[src/rtl/afifo_rd_packer.sv]
// Read-side AFIFO consumer: packs PACK entries of DATASIZE bits into one word on a valid/ready port.
// Define PACK_TIMEOUT_EN to auto-flush a partial word after TIMEOUT idle cycles in FILL.
module afifo_rd_packer #(
  parameter int DATASIZE = 8,
  parameter int PACK     = 4,
  parameter int TIMEOUT  = 16
) (
  input  logic                     rclk,
  input  logic                     rrst,
  input  logic [DATASIZE-1:0]      rdata,
  input  logic                     rempty,
  output logic                     rpop,
  input  logic                     flush,
  output logic [DATASIZE*PACK-1:0] out_data,
  output logic [PACK-1:0]          out_keep,
  output logic                     out_valid,
  input  logic                     out_ready,
  output logic [1:0]               dbg_state
);

  localparam int CW = $clog2(PACK) + 1;
  localparam int OW = DATASIZE * PACK;

  typedef enum logic [1:0] {
    IDLE = 2'd0,
    FILL = 2'd1,
    HOLD = 2'd2
  } state_t;

  state_t          state_q;
  logic [CW-1:0]   cnt_q;
  logic [OW-1:0]   data_q;
  logic [PACK-1:0] keep_q;
  logic            valid_q;

  logic            flush_take;
  logic            tmo_fire;
  logic [OW-1:0]   data_fill_d;
  logic [OW-1:0]   first_word_d;
  logic [PACK-1:0] keep_part_d;

`ifdef PACK_TIMEOUT_EN
  localparam int TW = $clog2(TIMEOUT + 1);
  logic [TW-1:0] idle_q;

  assign tmo_fire = (state_q == FILL) && (idle_q == TW'(TIMEOUT));

  always_ff @(posedge rclk) begin
    if (rrst || (state_q != FILL) || rpop || flush_take) begin
      idle_q <= '0;
    end else if (rempty && (idle_q != TW'(TIMEOUT))) begin
      idle_q <= idle_q + 1'b1;
    end
  end
`else
  assign tmo_fire = 1'b0;
`endif

  assign flush_take = (state_q == FILL) && (flush || tmo_fire);
  assign rpop = !rrst && !rempty && ((state_q != HOLD) || out_ready) && !flush_take;

  // Starting a word zero-extends lane 0, so lanes never written stay zero on a flush.
  assign first_word_d = OW'(rdata);

  always_comb begin
    data_fill_d = data_q;
    keep_part_d = '0;
    for (int i = 0; i < PACK; i++) begin
      if (cnt_q == CW'(i)) begin
        data_fill_d[i*DATASIZE +: DATASIZE] = rdata;
      end
      keep_part_d[i] = (CW'(i) < cnt_q);
    end
  end

  always_ff @(posedge rclk) begin
    if (rrst) begin
      state_q <= IDLE;
      cnt_q   <= '0;
      data_q  <= '0;
      keep_q  <= '0;
      valid_q <= 1'b0;
    end else begin
      unique case (state_q)
        IDLE: begin
          if (rpop) begin
            data_q  <= first_word_d;
            cnt_q   <= CW'(1);
            state_q <= FILL;
          end
        end
        FILL: begin
          if (flush_take) begin
            keep_q  <= keep_part_d;
            valid_q <= 1'b1;
            cnt_q   <= '0;
            state_q <= HOLD;
          end else if (rpop) begin
            data_q <= data_fill_d;
            if (cnt_q == CW'(PACK - 1)) begin
              keep_q  <= '1;
              valid_q <= 1'b1;
              cnt_q   <= '0;
              state_q <= HOLD;
            end else begin
              cnt_q <= cnt_q + 1'b1;
            end
          end
        end
        HOLD: begin
          if (out_ready) begin
            valid_q <= 1'b0;
            keep_q  <= '0;
            if (rpop) begin
              data_q  <= first_word_d;
              cnt_q   <= CW'(1);
              state_q <= FILL;
            end else begin
              state_q <= IDLE;
            end
          end
        end
        default: begin
          state_q <= IDLE;
          cnt_q   <= '0;
          valid_q <= 1'b0;
          keep_q  <= '0;
        end
      endcase
    end
  end

  assign out_data  = data_q;
  assign out_keep  = keep_q;
  assign out_valid = valid_q;
  assign dbg_state = state_q;

endmodule

[config.mk]
export PLATFORM = sky130hd
export DESIGN_NAME = afifo_rd_packer
export DESIGN_NICKNAME = d
export VERILOG_FILES = /design/src/rtl/afifo_rd_packer.sv
export SDC_FILE = /design/constraint.sdc
export NUM_CORES = 1
export LEC_CHECK = 0
export ABC_AREA = 0
export CELL_PAD_IN_SITES_DETAIL_PLACEMENT = 1
export CELL_PAD_IN_SITES_GLOBAL_PLACEMENT = 1
export CORE_ASPECT_RATIO = 0.6
export CORE_UTILIZATION = 25
export CTS_CLUSTER_SIZE = 8
export DETAILED_ROUTE_END_ITERATION = 8
export PLACE_DENSITY_LB_ADDON = 0.05
export SYNTH_ARGS = -nofsm -noshare
export SYNTH_HDL_FRONTEND = slang
export SYNTH_SLANG_ARGS = --single-unit
[constraint.sdc]
create_clock -name rclk -period 1.5 [get_ports rclk]
set_input_delay 0.15 -clock rclk [delete_from_list [all_inputs] [get_ports rclk]]
set_output_delay 0.15 -clock rclk [all_outputs]
set_load 0.01 [all_outputs]
==> run summary <==
Power, Total: 2878 µW
Hold Crit Class: register to register
Final Slew Violations: 0
H-tree Lvls: 2
power per standard cell area: 916.1 mW/mm²
initial antenna violation count: 0
CP Buf/Inv Count: 2
critical path class: register to register
Yosys cell types: 42
clock-pin slew on the worst setup and hold paths: 0.06 ns
Critical Path RT: 1.68 ns
RSZ-0062 raised after global routing: yes
post-route setup slack: -0.0001891 ns
worst path cell trace: inv_4 > ha_4 > and2b_2 > o221ai_4 > buf_12 > nor2_2 > a31o_2
Synth top area share: 44.36%
wire per inst: 15.63 µm
Syn Std Cell Area: 0.001896 mm²
Num CTS Buffers: 5
global-route wire length before repair: 9.363 mm
io pins: 53
worst slew pin tran: 0.3026 ns
Routed Antenna Nets: 0
Max Clk Rate: 0.6666 GHz
dpl cells: 381
share of layout cells above drive strength 1: 29.01%
Largest delay share family, worst path: compound AO/OA/AOI/OAI gates
Initial Util: 25.98%
GRT Resource Usage Total: 15.86%
status: finished, violations left
reg-to-reg startpoint: cnt_q[0]
via/cell ratio: 4.539
CP startpoint kind: register
Die Footprint: 0.007946 mm²
# hold bufs at CTS: 0
Worst Clk Skew: 0.004977 ns
GPL Wtd Cong: 0.7739
Post-Syn Nets: 218
hold slack: 0.4635 ns
sequential share of the synthesized area: 44.36%
DRT Wirelength: 6.206 mm
Die Ht: 69.45 µm
CTS Buffer Depth: 2
CTS sink cnt: 42
Hold Fails Final Rpt: 0
top_reg_cell synth: dfxtp_1
HPWL after detailed placement: 4.469 mm
final worst-path cycle share: 100.0%
synthesized area per cell: 9.384 µm²
largest cells by area after synthesis: dfxtp_1, mux2i_1, nor2_1, a21oi_1, nand2_1
drt first-iter violations: 62
yosys warns: 0
gr ovfl total: 0
Critical Path Fanout Max: 6
failing checks: negative setup slack
Slew HR: 79.83%
IO buf count: 52
max_cap viols: 0
row count: 24
EDFF count, synth: 0
Synth Register Bits: 42
die width: 114.4 µm
TritonCTS clock tree: built
Max stage delay on crit path: 0.35 ns
critical path arrival: 1.68 ns
vias after detailed routing: 1802
cells after synthesis: 202
1st-pass router iterations: 4
CP endpoint kind: register
Nets: 308
fin cells: 397
Diodes inserted: 0
worst hold start: out_data[21]
number of global-route vias before repair: 1742
leakage power: 0.001273 µW
Core Area: 0.007297 mm²
drt drc: 0
Async SR Flop Fraction: 0%
Final Setup Violations: 1
Critical Path Source: cnt_q[0]
Root Driver: clkbuf_16
Clk Latency, worst-skew pair: 0.29 ns
dominant cell type by area after synthesis: dfxtp_1
Layout Area Growth over Synthesis: 65.74%
post-layout util: 43.06%
CP max-delay cell: dfxtp_2
pin count of the biggest net entering global routing: 27
dpl ws: -0.3212 ns
final worst path period need: 1.500 ns
worst vdd ir: 0.0003726 V
cell usage in the layout, fill, tap and decap left out, drive strengths merged, types with 4 or more instances in the layout:
cell            n
nand3           7
mux2i          18
o2bb2ai         4
buf            42
clkbuf          8
nand2          15
and2            5
nor2           30
inv             5
nand2b          6
dfxtp          42
nor3            5
a31o            6
clkdlybuf4s50  49
a21oi          16
power by group:
part           total [µW]  internal, µW  leakage [µW]  switching [µW]
clock network        1240           786     0.0000771             458
registers            1160          1140      0.000343            21.8
logic                 469           249      0.000853             220
cell families after synthesis:
| logic type | count (synthesis) | share of synthesized area [%] |
|---|---|---|
| compound gates | 44 | 18.94 |
| buf+inv | 18 | 4.885 |
| fa+ha+maj | 3 | 1.980 |
| simple gates | 77 | 20.33 |
| mux | 18 | 9.505 |
| flops | 42 | 44.36 |
path summary, 6_finish.rpt:
check            endpoint  slack (ns)  cells after the start
max reg2reg  out_data[20]     -0.0002                      7
min reg2reg  out_data[21]        0.46                      2
max          out_data[20]     -0.0002                      7
min          out_data[21]        0.46                      2
tightest hold or removal path, cell delays in order (launching register included):
cell and delay, ns:
dfxtp_1 0.31, nand2_1 0.05, a21oi_1 0.06
flip-flops by register name (all words and copies together) (netlist names):
name / cells
dbg_state: 2
cnt_q: 3
out_keep: 4
out_data: 32
out_valid: 1
layout make-up:
class                      instances  area (µm²)
fill                             840        4155
multi-input combinational        143        1050
timing repair buffer              95       920.9
sequential                        42       853.3
tap                              104       130.1
clock buffer                       6       128.9
clock inverter                     2       37.54
inverter                           5       21.27
Yosys cell counts (all sizes together), types with 2 or more instances:
library cell	instances
a21o	2
a21oi	16
a31o	6
and2	5
and2b	3
buf	7
clkbuf	6
dfxtp	42
ha	3
inv	5
mux2i	18
nand2	15
nand2b	6
nand3	7
nor2	30
nor3	5
nor3b	2
o21ai	3
o221a	2
o221ai	3
o2bb2ai	4
timing repair:
| item | 4_1_cts | 5_1_grt |
|---|---|---|
| cloned | 0 | 2 |
| endpoints found under the hold margin | 0 | 0 |
| setup endpoints to repair | 16 | 33 |
| setup buffers | 0 | 6 |
| pin swaps | 1 | 11 |
| resized for setup | 8 | 30 |
through the flow:
step | cell area [µm²] | TNS, ns
after floorplan | 1903 | 0
after global placement | 2769 | -7.309
after detailed placement | 2769 | -7.925
after CTS | 2958 | -0.1317
after global routing | 3142 | -0.7097
final | 3142 | -0.0001891
per-layer routing:
metal  share of wire (%)  track usage (%)  vias up
li1                    -                -      891
met1                  57            25.45      860
met2                  37            19.26       44
met3                 4.7            4.808        7
met4                 1.0            4.762        0
met5                   0                0        -
(Power assumes the default switching activity.)
